<file path="config.mk">
export PLATFORM = sky130hd
export DESIGN_NAME = serial_sub_ctrl_flat
export DESIGN_NICKNAME = d
export VERILOG_FILES = /design/src/rtl/serial_sub_ctrl_if.sv /design/src/rtl/serial_sub_ctrl.sv /design/src/flat_wrapper.sv
export SDC_FILE = /design/constraint.sdc
export NUM_CORES = 1
export LEC_CHECK = 0
export CAP_MARGIN = 20
export CORE_MARGIN = 2
export CORE_UTILIZATION = 52
export CTS_CLUSTER_SIZE = 8
export DETAILED_ROUTE_END_ITERATION = 10
export PLACE_DENSITY = 0.78
export SYNTH_ARGS = -nofsm -noshare
export SYNTH_HDL_FRONTEND = slang
export SYNTH_SLANG_ARGS = --single-unit
</file>
<file path="constraint.sdc">
create_clock -name clk -period 1.41 [get_ports clk]
set_input_delay 0.141 -clock clk [delete_from_list [all_inputs] [get_ports clk]]
set_output_delay 0.141 -clock clk [all_outputs]
set_load 0.02 [all_outputs]
</file>
<file path="src/rtl/serial_sub_ctrl_if.sv">
// Host-side bundle for the bit-serial subtractor: request/operands in,
// status/result out.
interface serial_sub_ctrl_if #(
  parameter int WIDTH = 8
);
  logic             start;
  logic [WIDTH-1:0] a;
  logic [WIDTH-1:0] b;
  logic             busy;
  logic             done;
  logic [WIDTH-1:0] diff;
  logic             bor;

  // Host drives the request and operands, observes status and result.
  modport master (
    output start, a, b,
    input  busy, done, diff, bor
  );

  // Subtractor controller consumes the request and produces the result.
  modport slave (
    input  start, a, b,
    output busy, done, diff, bor
  );
endinterface

</file>
<file path="src/rtl/serial_sub_ctrl.sv">
// Bit-serial unsigned subtractor controller. Computes a - b one bit per
// clock, LSB first, through two cascaded half subtractors and a borrow flop.
// A start/busy/done handshake sequences the shared 1-bit datapath.
module serial_sub_ctrl #(
  parameter int WIDTH = 8
) (
  input  logic             clk,
  input  logic             rst,
  serial_sub_ctrl_if.slave bus
);

  localparam int CW = $clog2(WIDTH) + 1;
  localparam logic [CW-1:0] LAST = CW'(WIDTH - 1);

  typedef enum logic [1:0] {
    IDLE,
    RUN,
    DONE
  } state_t;

  state_t           state_reg;
  logic [WIDTH-1:0] sa_reg;
  logic [WIDTH-1:0] sb_reg;
  // Result shift register keeps only the upper WIDTH-1 bits; the bit that
  // would fall off the bottom is never needed because after WIDTH shifts
  // the freshly computed bit plus these bits form the whole result.
  logic [WIDTH-1:1] sr_reg;
  logic             brw_reg;
  logic [CW-1:0]    cnt_reg;
  logic [WIDTH-1:0] diff_reg;
  logic             bor_reg;
  logic             done_reg;

  logic             d1;
  logic             b1;
  logic             d;
  logic             b2;
  logic             bo;
  logic [WIDTH-1:0] sr_next;

  // One bit of subtraction: two half-subtractor stages joined by an OR.
  always_comb begin
    d1      = sa_reg[0] ^ sb_reg[0];
    b1      = ~sa_reg[0] & sb_reg[0];
    d       = d1 ^ brw_reg;
    b2      = ~d1 & brw_reg;
    bo      = b1 | b2;
    sr_next = {d, sr_reg};
  end

  // Control FSM plus serial datapath registers; result regs change only on completion.
  always_ff @(posedge clk) begin
    if (rst) begin
      state_reg <= IDLE;
      sa_reg    <= '0;
      sb_reg    <= '0;
      sr_reg    <= '0;
      brw_reg   <= 1'b0;
      cnt_reg   <= '0;
      diff_reg  <= '0;
      bor_reg   <= 1'b0;
      done_reg  <= 1'b0;
    end else begin
      done_reg <= 1'b0;
      case (state_reg)
        IDLE: begin
          if (bus.start) begin
            sa_reg    <= bus.a;
            sb_reg    <= bus.b;
            brw_reg   <= 1'b0;
            cnt_reg   <= '0;
            state_reg <= RUN;
          end
        end
        RUN: begin
          sr_reg  <= sr_next[WIDTH-1:1];
          sa_reg  <= sa_reg >> 1;
          sb_reg  <= sb_reg >> 1;
          brw_reg <= bo;
          cnt_reg <= cnt_reg + CW'(1);
          if (cnt_reg == LAST) begin
            diff_reg  <= sr_next;
            bor_reg   <= bo;
            done_reg  <= 1'b1;
            state_reg <= DONE;
          end
        end
        DONE: begin
          state_reg <= IDLE;
        end
        default: begin
          state_reg <= IDLE;
        end
      endcase
    end
  end

  // busy tracks the RUN state directly so the host sees it the same cycle.
  assign bus.busy = (state_reg == RUN);
  assign bus.done = done_reg;
  assign bus.diff = diff_reg;
  assign bus.bor  = bor_reg;

endmodule

</file>
<file path="src/flat_wrapper.sv">
// flat-port wrapper written by rule: the top's interface ports become plain ports
module serial_sub_ctrl_flat 
#(
  parameter int WIDTH = 8
)
  (clk, rst, bus_start, bus_a, bus_b, bus_busy, bus_done, bus_diff, bus_bor);
  serial_sub_ctrl_if #(.WIDTH(WIDTH)) bus_i ();
  input  logic clk;
  input  logic rst;
  input wire logic [$bits(bus_i.start)-1:0] bus_start;
  input wire logic [$bits(bus_i.a)-1:0] bus_a;
  input wire logic [$bits(bus_i.b)-1:0] bus_b;
  output wire logic [$bits(bus_i.busy)-1:0] bus_busy;
  output wire logic [$bits(bus_i.done)-1:0] bus_done;
  output wire logic [$bits(bus_i.diff)-1:0] bus_diff;
  output wire logic [$bits(bus_i.bor)-1:0] bus_bor;
  assign bus_i.start = bus_start;
  assign bus_i.a = bus_a;
  assign bus_i.b = bus_b;
  assign bus_busy = bus_i.busy;
  assign bus_done = bus_i.done;
  assign bus_diff = bus_i.diff;
  assign bus_bor = bus_i.bor;
  serial_sub_ctrl #(.WIDTH(WIDTH)) u_core (.clk(clk), .rst(rst), .bus(bus_i));
endmodule
</file>
# Word level (Yosys, flattened, before mapping)
# Cells that the tools add are included.
[classes] n_addsub=1 eq_ne=4 mux=12 bitwise_logic=8 n_reduce_logical=6
[op_table] operator="$pmux 8 s2" count=2
[op_table] operator="$mux 8" count=2
[op_table] operator="$pmux 4 s2" count=1
[op_table] operator="$reduce_and 2->1" count=3
[op_table] operator="$add 4x1->4 const B" count=1
[op_table] operator="$eq 4x3->1 const B" count=1
[op_table] operator="$mux 2" count=2
[op_table] operator="$mux 4" count=1
[op_table] operator="$pmux 2 s2" count=1
[op_table] operator="$not 1->1" count=3
[op_table] operator="$and 1x1->1" count=2
[op_table] operator="$eq 2x1->1 const B" count=1
[op_table] operator="$logic_not 2->1" count=1
[op_table] operator="$mux 1" count=2
[op_table] operator="$ne 2x1->1 const B" count=1
[op_table] operator="$ne 2x2->1 const B" count=1
[op_table] operator="$pmux 1 s2" count=1
[op_table] operator="$reduce_bool 2->1" count=1
[op_table] operator="$reduce_or 2->1" count=1
[op_table] operator="$xor 1x1->1" count=2
[op_table] operator="$or 1x1->1" count=1
[word_totals] register_bits=40 inputBits=19 output_inout_bits=11

# Depth between registers and ports, before layout
# Gate-level depths: netlist of run 1.
[logic_depth] ltp_word=5 ltp_mapped=6 mapped_depth_nobuf=4

# Worst setup path before layout of run 1
# No wires, ideal clock.
[synth_timing] path_kind="register -> register" from="register u_core.cnt_reg[0]" to="register u_core.diff_reg[0], in the netlist u_core.bus.diff[0]" setup_ps=71 arrival_time_ps=1180 required_time_ps=1339 setup_slack_ps=160 stages_incl_launch_ff=6 n_path_buf=1 period_less_slack_ps=1250 path_cell_list="dfxtp_1 -> ha_1 -> and3b_1 -> clkbuf_1 -> nand3_1 -> a21oi_1"
[synth_via] elab_chain_len=2
[synth_lines] element="start, declared" line_no="serial_sub_ctrl.sv:29" source="logic [CW-1:0] cnt_reg;"
[synth_lines] element="start signal, assigned" line_no="serial_sub_ctrl.sv:80" source="cnt_reg <= cnt_reg + CW'(1);"
[synth_lines] element="$eq 4x3->1" line_no="serial_sub_ctrl.sv:81" source="if (cnt_reg == LAST) begin"
[synth_lines] element="$reduce_and 2->1 (no line)"
[synth_lines] element="end signal, assigned" line_no="serial_sub_ctrl.sv:82" source="diff_reg <= sr_next;"
[synth_lines] element="end, declared" line_no="serial_sub_ctrl.sv:30" source="logic [WIDTH-1:0] diff_reg;"
# Every way passes these cells.
# A chain may end at the register's enable or synchronous reset.

# Worst setup path in the final report of run 1
[layout_timing] from="register u_core.cnt_reg[1]" to="register u_core.diff_reg[3], in the netlist u_core.bus.diff[3]"
# Same word-level chain as after synthesis.

==> metrics.yaml, run 1 <==
detailed_routing:
  ant_nets: 0
  drt_wl_total_um: 3990
  drt_iter0_drc: 100
  vias_per_cell: 5.58
  wire_per_inst_um: 13.2
  dr.pass1.iters: 6
  drc: 0
  vias: 1691
floorplanning:
  coreArea_um2: 3340
  ios: 30
  die_h_um: 63.1
  num_rows: 21
  die_w_um: 63.1
  die-area_um2: 3980
  floorplan.initialDensity_pct: 54.4
final_layout:
  multi_input_area_um2: 880
  fin_area_um2: 2250
  diodes: 0
  fin_cells: 303
  final_util_pct: 67.5
  ff_latch_area_um2: 802
  fillers: 300
  areaGrowthSynthToFinish_pct: 24.1
  nNetsFinal: 278
  layout_common_cells: "a21oi_1, dfxtp_1, nor2_1"
  layout_commonest_cell: "a21oi_1"
  drive_above_1_share_pct: 16.3
sta:
  period_needed_ns: 1.28
  worst_slack_ns: 0.127
  max_clock_freq_mhz: 779
  rsz0062_at_grt: "no"
  fin_crit_sh_pct: 91.0
  hold_viol: 0
  slew_violations: 0
  worst_pin_slew_ns: 0.308
  slew_headroom_pct: 79.5
  setup_viol: 0
  fin_tns_setup_ns: 0
  whs_ns: 0.444
  skew_ns: 0.0104
run:
  drv_cap: 0
global_routing:
  grt_overflow_total: 0
  grt_pass1_wl_um: 6940
  grt_antenna_before_repair: 0
  grt_pass1_vias: 1630
  grt_use_total_pct: 21.4
  grt_max_degree: 33
yosys:
  netlist_top_cells_area: "dfxtp_1, a21oi_1, o221a_2"
  ys_async_sr_fraction_pct: 0
  ys_warn_count: 0
  synth_top_area_share_pct: 44.1
  yosysUniqueCellTypes: 28
  yosysSeqAreaShare_pct: 44.1
  synth_area_per_cell_um2: 7.99
  synth_nets: 248
  synth_cells: 227
  netlist_area_um2: 1810
  synth-seq-cells: 40
  synth-edff-count: 0
  ys.flop_type: "dfxtp_1"
  synth_top_area_cell: "dfxtp_1"
power_and_ir_drop:
  ir_drop_uv: 630
  total_power_mw: 2.06
  leakage_nw: 0.905
  p_per_area_nw_per_um2: 915
critical_path:
  crit_path_end_kind: "flop"
  worstReg2RegStart: "u_core.cnt_reg[1]$_SDFFE_PP0P_"
  critical_path_required_ns: 1.67
  crit_type: "reg2reg"
  crit_path_start_kind: "flop"
  crit_start: "u_core.cnt_reg[1]$_SDFFE_PP0P_"
  critPathArrivalTime_ns: 1.55
  critPathMaxFanout: 5
clocking:
  clockBufferDepth: 2
  cts_num_sinks: 40
  cts_tree: "yes"
  cts-root-buf: "clkbuf_4"
  htreeDepth: 2
  worstSkewPairLatency_ns: 0.33
  clk_pin_slew_ns: 0.11
  cts_hold_buf: 0
  cts_buffers: 5
placement:
  hpwl_um: 2710
  place_ws_ns: 0.0678
  placed_area_um2: 2200
  io_buffers: 29
  dpl.cell_count: 295
  gp_congestion: 0.747
worst_hold_path:
  hp-class: "in2reg"
  hp-start: "bus_a[7]"
run_status:
  run_status: "completed"
cells in the mapped netlist, types with 2 or more instances:
cell       n
a21oi_1   46
a31oi_1    2
buf_2      9
clkbuf_1  11
dfxtp_1   40
inv_1     15
nand2_1   19
nand3_1   10
nand3b_1   2
nor2_1    31
nor2b_1    3
nor4_1     2
o221a_2   14
o22ai_1    2
o31ai_1    8
cell families after synthesis:
kind of cell | count (synthesis) | synth area share, %
AOI/OAI and AO/OA | 77 | 28.3
and+or+nand+nor | 71 | 17.2
DFF | 40 | 44.1
buffers and inverters | 36 | 8.07
adders and majority gates | 2 | 1.79
muxes | 1 | 0.552
power by group:
| group | switching (mW) | internal, mW | leakage (nW) |
|---|---|---|---|
| clock | 0.343 | 0.184 | 0.0281 |
| sequential | 0.0389 | 1.18 | 0.327 |
| combinational | 0.155 | 0.160 | 0.550 |
| total | 0.537 | 1.52 | 0.905 |
area by class of cell:
| class | count | area share, % |
|---|---|---|
| Clock buffer | 6 | 1.83 |
| Clock inverter | 1 | 0.222 |
| Inverter | 16 | 2.67 |
| Multi-Input combinational cell | 151 | 39.1 |
| Sequential cell | 40 | 35.6 |
| Tap cell | 46 | 2.56 |
| Timing Repair Buffer | 43 | 18.1 |
routing by layer:
layer | routed length (µm) | up-vias | track usage (%)
met5 | 0 | - | 0
met4 | 58 | 0 | 8.61
met3 | 148 | 8 | 4.82
met2 | 1820 | 33 | 36.2
met1 | 1960 | 799 | 26.3
li1 | - | 851 | -
critical path, stage by stage, from the launching register on:
cell and delay (ns):
dfxtp_1 0.37, ha_2 0.22, and3b_2 0.24, buf_4 0.15, nand3_1 0.08, a21oi_1 0.16
path summary, 6_finish.rpt:
path,end,slack [ns],depth (start not counted)
max,u_core.bus.diff[3]$_SDFFE_PP0P_,0.13,5
min,u_core.sa_reg[7]$_SDFFE_PP0P_,0.44,3
max reg2reg,u_core.bus.diff[3]$_SDFFE_PP0P_,0.13,5
min reg2reg,u_core.sr_reg[1]$_SDFFE_PP0P_,0.47,2
what timing repair did:
| action | 4_1_cts | 5_1_grt |
|---|---|---|
| buffers inserted | 0 | 1 |
| resized for setup | 11 | 7 |
| setup endpoints to repair | 10 | 11 |
| cloned | 0 | 0 |
(Power assumes the default switching activity.)
==> run 2: changes to the inputs <==
Settings changed: CTS_CLUSTER_DIAMETER from default to 120, SETUP_SLACK_MARGIN from default to 0.4, TNS_END_PERCENT from default to 100.
==> metrics.yaml, run 2 (same netlist as run 1, synthesis figures left out) <==
clocking:
  htreeDepth: 2  # unchanged
  cts-root-buf: "clkbuf_4"  # unchanged
  worstSkewPairLatency_ns: 0.38  # was 0.33 ns
  clk_pin_slew_ns: 0.12  # was 0.11 ns
  cts_num_sinks: 40  # unchanged
  cts_tree: "yes"  # unchanged
  clockBufferDepth: 2  # unchanged
  cts_hold_buf: 0  # unchanged
  cts_buffers: 5  # unchanged
floorplanning:
  die_w_um: 63.1  # unchanged
  num_rows: 21  # unchanged
  die_h_um: 63.1  # unchanged
  coreArea_um2: 3340  # unchanged
  die-area_um2: 3980  # unchanged
  floorplan.initialDensity_pct: 54.4  # unchanged
  ios: 30  # unchanged
final_layout:
  fin_cells: 321  # was 303
  layout_common_cells: "dfxtp_1, a21oi_1, a21oi_2"  # was a21oi_1, dfxtp_1, nor2_1
  diodes: 0  # unchanged
  fin_area_um2: 2990  # was 2250 µm²
  fillers: 131  # was 300
  areaGrowthSynthToFinish_pct: 65.0  # was 24.1%
  layout_commonest_cell: "dfxtp_1"  # was a21oi_1
  drive_above_1_share_pct: 47.3  # was 16.3%
  nNetsFinal: 295  # was 278
  final_util_pct: 89.7  # was 67.5%
detailed_routing:
  vias_per_cell: 6.31  # was 5.58
  drt_iter0_drc: 244  # was 100
  dr.pass1.iters: 7  # was 6
  drc: 0  # unchanged
  ant_nets: 0  # unchanged
  vias: 2027  # was 1691
  drt_wl_total_um: 6860  # was 3990 µm
  wire_per_inst_um: 21.4  # was 13.2 µm
critical_path:
  r2r_slack_ns: -0.04  # was 0.13 ns
  crit_family: "compound AO/OA/AOI/OAI gates"  # was flip-flops
  reg2reg_depth: 4  # was 5
  cp_slowest_cell: "dfxtp_2"  # was dfxtp_1
  crit_end: "u_core.bus.diff[6]$_SDFFE_PP0P_"  # was u_core.bus.diff[3]$_SDFFE_PP0P_
  slowest_delay_ns: 0.35  # was 0.37 ns
  crit_type: "reg2reg"  # unchanged
  critPathArrivalTime_ns: 1.69  # was 1.55 ns
  cp_num_buf_inv: 1  # unchanged
  worstReg2RegEnd: "u_core.bus.diff[6]$_SDFFE_PP0P_"  # was u_core.bus.diff[3]$_SDFFE_PP0P_
  critical_path_required_ns: 1.65  # was 1.67 ns
  critPathMaxFanout: 5  # unchanged
  crit_path_end_kind: "flop"  # unchanged
  path_depth: 4  # was 5
  path_cells: "nand2b_4, bufbuf_16, o31ai_1, a21oi_1"  # was ha_2, and3b_2, buf_4, nand3_1, a21oi_1
  crit_path_start_kind: "flop"  # unchanged
  worstReg2RegStart: "u_core.state_reg[1]$_SDFFE_PP0P_"  # was u_core.cnt_reg[1]$_SDFFE_PP0P_
  crit_start: "u_core.state_reg[1]$_SDFFE_PP0P_"  # was u_core.cnt_reg[1]$_SDFFE_PP0P_
sta:
  worst_pin_slew_ns: 0.375  # was 0.308 ns
  hold_viol: 0  # unchanged
  setup_viol: 1  # was 0
  worst_slack_ns: -0.0428  # was 0.127 ns
  rsz0062_at_grt: "yes"  # was no
  slew_violations: 0  # unchanged
  fin_crit_sh_pct: 103  # was 91.0%
  max_clock_freq_mhz: 688  # was 779 MHz
  whs_ns: 0.408  # was 0.444 ns
  period_needed_ns: 1.45  # was 1.28 ns
  fin_tns_setup_ns: -0.0428  # was 0 ns
  slew_headroom_pct: 74.8  # was 79.5%
  skew_ns: 0.0125  # was 0.0104 ns
placement:
  io_buffers: 29  # unchanged
  dpl.cell_count: 294  # was 295
  place_ws_ns: 0.0436  # was 0.0678 ns
  hpwl_um: 2560  # was 2710 µm
  placed_area_um2: 2330  # was 2200 µm²
  gp_congestion: 0.761  # was 0.747
power_and_ir_drop:
  p_per_area_nw_per_um2: 813  # was 915 nW/µm²
  total_power_mw: 2.43  # was 2.06 mW
  leakage_nw: 1.16  # was 0.905 nW
  ir_drop_uv: 765  # was 630 µV
run:
  drv_cap: 0  # unchanged
global_routing:
  grt_pass1_vias: 1929  # was 1630
  grt_pass1_wl_um: 9630  # was 6940 µm
  grt_overflow_total: 0  # unchanged
  grt_antenna_before_repair: 0  # unchanged
  grt_use_total_pct: 31.4  # was 21.4%
  grt_max_degree: 33  # unchanged
worst_hold_path:
  hp-class: "in2reg"  # unchanged
run_status:
  run_status: "finished, violations left"  # was completed
  failed_checks: "negative setup slack"
[run 2: changes by cell type in the layout (fill, tap and decap cells not counted), moves of 4 or more]
cell           change
a21oi_1           -21
dfxtp_2           +11
o221a_2           -14
dfxtp_1           -12
dlygate4sd2_1      -9
a21oi_2           +21
nand2_1            -6
o221a_4           +14
nor2_4             +9
nor2_1            -12
buf_6             +14
buf_12             +5
buf_16             +4
nand2_4            +4
[run 2: worst register-to-register path, stage by stage, from the launching register on]
cell       delay, ns
dfxtp_2         0.35
nand2b_4        0.18
bufbuf_16       0.28
o31ai_1         0.33
a21oi_1         0.16
[run 2: routing by layer]
metal	GRT usage [%]	part of all wire, %	vias to the layer above
met1	36.8	39	978
met2	53.2	50	132
met5	0	0	-
li1	-	-	892
met3	8.39	8.2	25
met4	15.0	3.0	0
[run 2: timing repair]
item / 4_1_cts / 5_1_grt
gates resized for setup: 100 / 59
pin swaps: 23 / 13
endpoints found under the setup margin: 48 / 50
setup buffers: 10 / 4
gates cloned: 5 / 0
[run 2: how the worst min path moves through the flow]
stage / from / endpoint / cells after the start
2_1_floorplan: bus_a[7] / u_core.sa_reg[7]$_SDFFE_PP0P_ / 2
3_3_place_gp: u_core.sr_reg[1]$_SDFFE_PP0P_ / u_core.sr_reg[1]$_SDFFE_PP0P_ / 2
3_5_place_dp: u_core.sr_reg[1]$_SDFFE_PP0P_ / u_core.sr_reg[1]$_SDFFE_PP0P_ / 2
4_1_cts: bus_b[7] / u_core.sb_reg[7]$_SDFFE_PP0P_ / 3
5_1_grt: bus_a[7] / u_core.sa_reg[7]$_SDFFE_PP0P_ / 3
6_report: bus_a[7] / u_core.sa_reg[7]$_SDFFE_PP0P_ / 3
[run 2: final cells by class]
cell class / instances / area (µm²) / share of cell area [%]
multi-input combinational: 151 / 1250 / 41.7
sequential: 40 / 820 / 27.4
timing repair buffer: 60 / 746 / 24.9
inverter: 16 / 62.6 / 2.09
clock buffer: 8 / 58.8 / 1.96
tap: 46 / 57.6 / 1.92
[run 2: power by group]
group	internal, mW	total [mW]	switching (mW)
logic	0.284	0.545	0.261
clock network	0.246	0.649	0.403
registers	1.18	1.24	0.0596
